`config.mk`:
```
export PLATFORM = sky130hd
export DESIGN_NAME = icache_line_fill
export DESIGN_NICKNAME = d
export VERILOG_FILES = /design/src/rtl/icache_line_fill_pkg.sv /design/src/rtl/icache_fill_buffer.sv /design/src/rtl/icache_line_fill.sv
export SDC_FILE = /design/constraint.sdc
export NUM_CORES = 1
export LEC_CHECK = 0
export ABC_AREA = 0
export CAP_MARGIN = 10
export CORE_AREA = 2 2 120 122
export CTS_CLUSTER_SIZE = 20
export DETAILED_ROUTE_END_ITERATION = 10
export DIE_AREA = 0 0 122 124
export DONT_BUFFER_PORTS = 1
export GPL_ROUTABILITY_DRIVEN = 0
export GPL_TIMING_DRIVEN = 0
export PLACE_DENSITY = 0.75
export REMOVE_ABC_BUFFERS = 1
export SLEW_MARGIN = 25
export SYNTH_ARGS = -nofsm -noshare
export SYNTH_HDL_FRONTEND = slang
export SYNTH_SLANG_ARGS = --single-unit
export TNS_END_PERCENT = 10
```
`constraint.sdc`:
```
create_clock -name clk -period 2.01 [get_ports clk]
set_clock_uncertainty 0.15 [all_clocks]
set_input_delay 0.201 -clock clk [delete_from_list [all_inputs] [get_ports clk]]
set_output_delay 0.201 -clock clk [all_outputs]
set_load 0.05 [all_outputs]
```
`src/rtl/icache_line_fill_pkg.sv`:
```
// Shared icache constants and the refill state enum.
package icache_line_fill_pkg;

  localparam int ICACHE_NO_OF_SETS     = 64;
  localparam int ICACHE_SET_ADDR_WIDTH = $clog2(ICACHE_NO_OF_SETS);
  localparam int ICACHE_BEAT_WIDTH     = 32;
  localparam int ICACHE_BEATS_PER_LINE = 4;
  localparam int ICACHE_LINE_WIDTH     = ICACHE_BEAT_WIDTH * ICACHE_BEATS_PER_LINE;

  typedef enum logic [2:0] {
    FILL_IDLE,
    FILL_REQ,
    FILL_BEATS,
    FILL_WRITE,
    FILL_DRAIN
  } fill_state_e;

endpackage

```
`src/rtl/icache_fill_buffer.sv`:
```
// Beat-assembly buffer and beat counter for the icache line refill.
module icache_fill_buffer #(
  parameter int BEAT_WIDTH     = 32,
  parameter int BEATS_PER_LINE = 4,
  parameter int CNT_W          = $clog2(BEATS_PER_LINE)
) (
  input  logic                                       clk,
  input  logic                                       rst_i,
  input  logic                                       clr_i,
  input  logic                                       cnt_en_i,
  input  logic                                       store_en_i,
  input  logic [BEAT_WIDTH-1:0]                      beat_i,
  output logic [CNT_W-1:0]                           cnt_o,
  output logic                                       last_o,
  output logic [BEATS_PER_LINE-1:0][BEAT_WIDTH-1:0]  line_o
);

  logic [CNT_W-1:0]                          cnt_q, cnt_d;
  logic [BEATS_PER_LINE-1:0][BEAT_WIDTH-1:0] line_q;

  // Counter wraps naturally after the last beat; clr only matters after an aborted fill.
  assign cnt_d = clr_i    ? '0 :
                 cnt_en_i ? cnt_q + CNT_W'(1) : cnt_q;

  always_ff @(posedge clk) begin
    if (rst_i) begin
      cnt_q  <= '0;
      line_q <= '0;
    end else begin
      cnt_q <= cnt_d;
      if (store_en_i) line_q[cnt_q] <= beat_i;
    end
  end

  assign cnt_o  = cnt_q;
  assign last_o = (cnt_q == CNT_W'(BEATS_PER_LINE - 1));
  assign line_o = line_q;

endmodule

```
`src/rtl/icache_line_fill.sv`:
```
// Icache refill engine: one bus line read, beat assembly, single full-line data RAM write.
// Optional early-restart beat forwarding when ICACHE_FILL_FWD_EN is defined.
module icache_line_fill
  import icache_line_fill_pkg::*;
#(
  parameter int BEAT_WIDTH     = ICACHE_BEAT_WIDTH,
  parameter int BEATS_PER_LINE = ICACHE_BEATS_PER_LINE,
  parameter int LINE_WIDTH     = BEAT_WIDTH * BEATS_PER_LINE,
  parameter int SET_ADDR_WIDTH = ICACHE_SET_ADDR_WIDTH,
  parameter int CNT_W          = $clog2(BEATS_PER_LINE)
) (
  input  logic                      clk,
  input  logic                      rst_n,
  input  logic                      fill_req_i,
  input  logic [SET_ADDR_WIDTH-1:0] fill_set_i,
  input  logic [31:0]               fill_paddr_i,
  input  logic                      fill_kill_i,
  output logic                      fill_busy_o,
  output logic                      fill_done_o,
  output logic                      mem_req_o,
  output logic [31:0]               mem_addr_o,
  input  logic                      mem_ack_i,
  input  logic                      mem_rvalid_i,
  input  logic [BEAT_WIDTH-1:0]     mem_rdata_i,
  output logic                      ram_req_o,
  output logic                      ram_wr_en_o,
  output logic [SET_ADDR_WIDTH-1:0] ram_addr_o,
  output logic [LINE_WIDTH-1:0]     ram_wdata_o,
  output logic                      fwd_valid_o,
  output logic [CNT_W-1:0]          fwd_beat_o,
  output logic [BEAT_WIDTH-1:0]     fwd_data_o
);

  localparam logic [31:0] LINE_MASK = 32'(LINE_WIDTH / 8 - 1);

  fill_state_e               state_q, state_d;
  logic [SET_ADDR_WIDTH-1:0] set_q, set_d;
  logic [31:0]               addr_q, addr_d;
  logic                      done_q;
  logic                      accept, count, store;
  logic [CNT_W-1:0]          cnt;
  logic                      last;
  logic [BEATS_PER_LINE-1:0][BEAT_WIDTH-1:0] line;

  always_comb begin
    state_d = state_q;
    accept  = 1'b0;
    count   = 1'b0;
    store   = 1'b0;
    unique case (state_q)
      FILL_IDLE: begin
        if (fill_req_i && !fill_kill_i) begin
          accept  = 1'b1;
          state_d = FILL_REQ;
        end
      end
      FILL_REQ: begin
        if (mem_ack_i)        state_d = fill_kill_i ? FILL_DRAIN : FILL_BEATS;
        else if (fill_kill_i) state_d = FILL_IDLE;
      end
      FILL_BEATS: begin
        count = mem_rvalid_i;
        store = mem_rvalid_i && !fill_kill_i;
        // A kill landing on the final beat has nothing left to drain.
        if (mem_rvalid_i && last) state_d = fill_kill_i ? FILL_IDLE : FILL_WRITE;
        else if (fill_kill_i)     state_d = FILL_DRAIN;
      end
      FILL_DRAIN: begin
        count = mem_rvalid_i;
        if (mem_rvalid_i && last) state_d = FILL_IDLE;
      end
      FILL_WRITE: state_d = FILL_IDLE;
      default:    state_d = FILL_IDLE;
    endcase
  end

  assign set_d  = accept ? fill_set_i : set_q;
  assign addr_d = accept ? (fill_paddr_i & ~LINE_MASK) : addr_q;

  always_ff @(posedge clk) begin
    if (rst_n) begin
      state_q <= FILL_IDLE;
      set_q   <= '0;
      addr_q  <= '0;
      done_q  <= 1'b0;
    end else begin
      state_q <= state_d;
      set_q   <= set_d;
      addr_q  <= addr_d;
      done_q  <= (state_q == FILL_WRITE);
    end
  end

  icache_fill_buffer #(
    .BEAT_WIDTH    (BEAT_WIDTH),
    .BEATS_PER_LINE(BEATS_PER_LINE),
    .CNT_W         (CNT_W)
  ) u_buf (
    .clk       (clk),
    .rst_i     (rst_n),
    .clr_i     (accept),
    .cnt_en_i  (count),
    .store_en_i(store),
    .beat_i    (mem_rdata_i),
    .cnt_o     (cnt),
    .last_o    (last),
    .line_o    (line)
  );

  assign fill_busy_o = (state_q != FILL_IDLE);
  assign fill_done_o = done_q;
  assign mem_req_o   = (state_q == FILL_REQ);
  assign mem_addr_o  = addr_q;
  assign ram_req_o   = (state_q == FILL_WRITE);
  assign ram_wr_en_o = (state_q == FILL_WRITE);
  assign ram_addr_o  = (state_q == FILL_WRITE) ? set_q : '0;
  assign ram_wdata_o = (state_q == FILL_WRITE) ? line  : '0;

`ifdef ICACHE_FILL_FWD_EN
  logic                  fwd_valid_q;
  logic [CNT_W-1:0]      fwd_beat_q;
  logic [BEAT_WIDTH-1:0] fwd_data_q;

  always_ff @(posedge clk) begin
    if (rst_n) begin
      fwd_valid_q <= 1'b0;
      fwd_beat_q  <= '0;
      fwd_data_q  <= '0;
    end else begin
      fwd_valid_q <= store;
      if (store) begin
        fwd_beat_q <= cnt;
        fwd_data_q <= mem_rdata_i;
      end
    end
  end

  assign fwd_valid_o = fwd_valid_q;
  assign fwd_beat_o  = fwd_beat_q;
  assign fwd_data_o  = fwd_data_q;
`else
  assign fwd_valid_o = 1'b0;
  assign fwd_beat_o  = '0;
  assign fwd_data_o  = '0;
`endif

endmodule

```
; Word level (Yosys, flattened, before mapping)
; Index checks and enable logic that the tools add are counted.
[word_totals]
ff_bits = 168
in_bits = 76
output_inout_bits = 206
elab_cells = 49
[op_classes]
addsub = 1
magnitude_cmp = 2
eq_ne = 9
n_mux = 18
reduce_logical = 10
[ops]
columns = op, n
row1 = bitwise mux 128 bit, 1
row2 = 2-to-1 mux 128 bit, 1
row3 = demux 32 bit (select 2 bit), 1
row4 = 2-to-1 mux 32 bit, 1
row5 = 2-to-1 mux 3 bit, 7
row6 = case mux 3 bit (4 select lines), 1
row7 = "equality test 3 x 2 -> 1 bit, second input constant", 2
row8 = 2-to-1 mux 6 bit, 1
row9 = logical AND 1 bit, 4
row10 = 2-to-1 mux 1 bit, 4
row11 = "inequality test 2 bit, second input constant", 2
row12 = AND reduction 4 bit, 1
row13 = OR reduction 2 bit, 2
row14 = "equality test 3 x 1 -> 1 bit, second input constant", 1
row15 = "equality test 3 bit, second input constant", 1
row16 = zero test 3 bit, 1
row17 = "< comparator 2 x 3 -> 1 bit, second input constant", 1
row18 = "inequality test 3 x 2 -> 1 bit, second input constant", 1
row19 = "inequality test 3 bit, second input constant", 1
row20 = nonzero test 3 bit, 1
row21 = "adder 2 x 1 -> 2 bit, second input constant", 1
row22 = "equality test 2 bit, second input constant", 1
row23 = ">= comparator 2 x 1 -> 1 bit, second input constant", 1
row24 = 2-to-1 mux 2 bit, 1
row25 = zero test 1 bit, 1

; Longest topological paths before layout
[logic_depth]
ltp_word = 5
ltp_mapped = 7
ltp_nobuf = 5

; By module
; A second synthesis with hierarchy kept.
[hier_totals]
hier_cells = 861
hier_area_um2 = 8020.2
[modules_own_cells]
columns = module, n_inst, cells_per_inst, area_each_um2, seq_area_each_um2
row1 = icache_fill_buffer, 1, 465, 5192.5, 2602.5
row2 = icache_line_fill, 1, 396, 2827.7, 760.7

; Least setup slack after synthesis
; No wires, ideal clock.
[synth_path]
kind = reg-to-reg
startpoint = reg state_q[0]
endpoint = reg state_q[2]
setup_ps = 71
arrival_ps = 1962
required_ps = 1789
setup_slack_ps = -173
path_stages_with_launch = 5
period_less_slack_ps = 2183
cell_sequence = dfxtp_1 > inv_1 > nor3_1 > nand3_1 > a21oi_1
[synth_between]
elab_chain_cells = 3
elab_cells_between_ends = 10
[synth_lines]
columns = element, line_no
row1 = from (decl), icache_line_fill.sv:36  ; fill_state_e state_q, state_d;
row2 = from (signal assigned), icache_line_fill.sv:87  ; state_q <= state_d;
row3 = equality test 3 x 1 -> 1 bit *, n/a
row4 = named net mem_req_o, icache_line_fill.sv:20  ; output logic mem_req_o,
row5 = inequality test 3 x 2 -> 1 bit (no source line), n/a
row6 = AND reduction 4 bit (no source line), n/a
; Mark *: on every way through the listed nets, which the timed path passes. The rest lies on a longest branch.
; A chain may end at the register's enable or synchronous reset.

; Worst setup path in the final report
[layout_path]
startpoint = reg state_q[1]
endpoint = out ram_req_o
[layout_between]
elab_chain_cells = 1
[layout_lines]
columns = element, line_no
row1 = equality test 3 x 2 -> 1 bit, icache_line_fill.sv:114  ; assign ram_req_o = (state_q == FILL_WRITE);
row2 = to (decl), icache_line_fill.sv:25  ; output logic ram_req_o,
; No other way between the ends.

==> impl_results.md <==
* Detailed Routing Iterations Pass 1 at 5
* Count of pins over their slew limit at 0
* CP max FO at 13
* M2 GR Usage at 0.463
* Insertion delay of the later-clocked pin in the worst-skew pair at 420 ps
* Leading cell types in the layout, fill and taps excluded: nand2_1 (325), a21oi_1 (166), dfxtp_1 (165)
* Clock transition time at the flip-flop clock pins of the worst setup and hold paths at 60 ps
* Starting Density at 0.530
* Share of the synthesized area in the top cell type at 0.462
* Via count of the first global-routing pass at 5870
* Number of antenna violations at the first check in global routing at 0
* Startpoint of the most critical register-to-register path: state_q[0]$_SDFFE_PP0P_
* Slowest stage cell on the critical path: dfxtp_4
* Area leader, netlist: dfxtp_1
* Endpoint arrival time on the critical path at 1760 ps
* Maximum clock frequency at 475 MHz
* Number of levels in the clock H-tree at 4
* Y dimension of the die at 124 um
* Final critical-path share of the clock period at 1.05
* Buffers plus inverters on the worst setup path at 2
* Post-Route Hold Slack at -311 ps
* Post-synth cell types at 32
* Longest individual stage delay on the worst path at 350 ps
* Syn Std Cell Area at 7270 um2
* Result of the run: finished with violations
* Syn-to-layout area delta at 25.2%
* GRT Overall Usage at 0.275
* Capturing instance or port of the critical path: ram_req_o
* Row cnt at 43
* Clock tree sinks at 168
* Power per standard cell area at 865 nW/um2
* Antenna cell count at 0
* Top delay family on crit path: simple AND/OR/NAND/NOR gates
* Overall routed net length at 22800 um
* Worst r2r dst: mem_addr_o[15]$_SDFFE_PP0P_
* Final setup margin at -96.1 ps
* CTS tree: done
* Violated checks: hold timing, setup timing
* Type of destination of the critical path: output pin
* Final design area excluding fillers at 9110 um2
* Clock tree buffer depth at 2
* IO Count at 282
* Crit path time final at 2110 ps
* Largest net degree at the start of global routing at 169
* Worst slew slack as a fraction of its limit at 0.618
* Wire length of the first global-routing pass at 31800 um
* DRC marker count from the first detailed-route iteration at 565
* Class of the most critical hold timing path: in -> reg
* Share of the yosys chip area belonging to registers at 0.462
* Gate count after technology mapping at 966
* Count of input and output buffers at 0
* Async SR Flop Fraction at 0
* Worst Setup Path Type: reg -> out
* Number of buffers inserted during clock tree synthesis at 17
* Utilization after layout at 0.664
* Core Area at 13700 um2
* Leading cell type in the layout, fill and taps excluded: nand2_1
* Tot Pwr at 7880 uW
* Post-synth EDFFs at 0
* Die width at 122 um
* Die ar. at 15100 um2
* Routed length per placed instance at approximately 20 um
* GR peak layer: met2
* Remaining antenna violation count at 0
* Overall overflow remaining after global route at 0
* Setup repair after global routing missed its margin: true
* Leading post-synthesis cells by cell area: dfxtp_1 (46%), nand2_1 (17%), and3_1 (12%)
* Vias per std cell at 5.70
* Pleak at 0.00323 uW
* Critical path launch point: state_q[1]$_SDFFE_PP0P_
* Filler-free cell count of the finished design at 1144
* Root cell of the clock tree: clkbuf_16
* Pin slew with the least headroom to its limit at around 570 ps
* Final setup violation count at 116
* Cell Count Post-Placement at ~1100
* Length in cells of the worst reg-to-reg path at 5
* Layout cells sized above 1 at 0.245
* Number of maximum-capacitance violations at 0
* Met1 usage in global routing at 0.327
* Post-DP Area at 7270 um2
* Via Count at 6520
* Critical path depth in cells at 4
* Placed wire-length estimate at around 12000 um
* Most used DFF post-synth: dfxtp_1
* Count of yosys warnings during synthesis at 0
* Required time at the worst-slack endpoint at 1660 ps
* Global-route met3 utilization at 0.0907
* Series of cell instances along the critical path: nor2b_4 -> buf_8 -> buf_12 -> and2_4
* Max rail drop VDD at 0.000812 V
* Post-synthesis sequential element count at 168
* Final Hold Vio Count at 167
* Average cell area after synthesis at about 7.5 um2
* Worst setup slack for register-to-register paths at roughly 40 ps
* Hold Buf Count CTS at 2
* Crit path launch type: register
* Final-stage net count at 1031
* Remaining DRCs at 0
## kinds of logic (layout without fill, tap and decap cells)
group	Yosys count	after routing	synth area share
simple gates	490	492	0.310
compound gates	172	172	0.120
mux	1	1	0.00138
fa+ha+maj	4	4	0.00688
xor+xnor	1	1	0.00120
buf+inv	129	87	0.0977
flops	168	168	0.462
other cells	1	39	0.000516
## synthesized netlist by cell type (2+ instances only)
library cell and count:
ha_1 4, dfxtp_1 168, clkbuf_1 63, buf_4 49, nor2b_1 4, buf_6 4
nor2_1 4, and2_1 2, buf_2 10, nand3_1 5, nand2_1 325, nor3_1 4
inv_1 3, a21oi_1 167, and3_1 137
## routing by layer
| layer | vias to the layer above | wire length, um |
|---|---|---|
| met3 | 39 | 2190 |
| li1 | 3071 | - |
| met2 | 312 | 11300 |
| met4 | 0 | 527 |
| met1 | 3098 | 8790 |
| met5 | - | 0 |
## area by class of cell
class	instances	area [um2]
tap	180	225
clock inverter	11	123
sequential	168	3370
inverter	3	11.3
timing repair buffer	52	840
clock buffer	21	470
multi-input combinational	709	4060
fill	1118	4610
## per-stage QoR
stage               worst slack [ps]   TNS, ps
finish                         -96.1     -5950
global route                    -138    -11300
CTS                            -84.8     -5880
detailed placement              -542    -73960
global placement               -5460  -1208350
floorplan                      -2890   -535070
## state kept, by name, indices dropped and copies added, names as in the netlist
register and flops:
state_q 3, set_q 6, u_buf.cnt_o 2, u_buf.line_o 128, fill_done_o 1, mem_addr_o 28
## repair_timing
item                       4_1_cts  5_1_grt
pin swaps                       29       83
gates cloned                     4        5
gates resized for setup        255       22
setup buffers                   10       19
hold endpoints to repair       168      167
setup endpoints to repair      302      235
## report_power, final
group / internal, uW / total [uW] / switching [uW]
registers: 3400 / 3600 / 199
logic: 313 / 1010 / 699
clock network: 1930 / 3270 / 1340
## worst min path at each step
stage	from	to	cells after the start
after floorplan	rst_n	mem_addr_o[10]$_SDFFE_PP0P_	1
after global placement	rst_n	mem_addr_o[15]$_SDFFE_PP0P_	1
after detailed placement	rst_n	mem_addr_o[15]$_SDFFE_PP0P_	1
after CTS	rst_n	mem_addr_o[15]$_SDFFE_PP0P_	1
after global routing	rst_n	mem_addr_o[15]$_SDFFE_PP0P_	1
final	rst_n	mem_addr_o[15]$_SDFFE_PP0P_	1
Note: power is estimated with default switching activity, not from simulation.
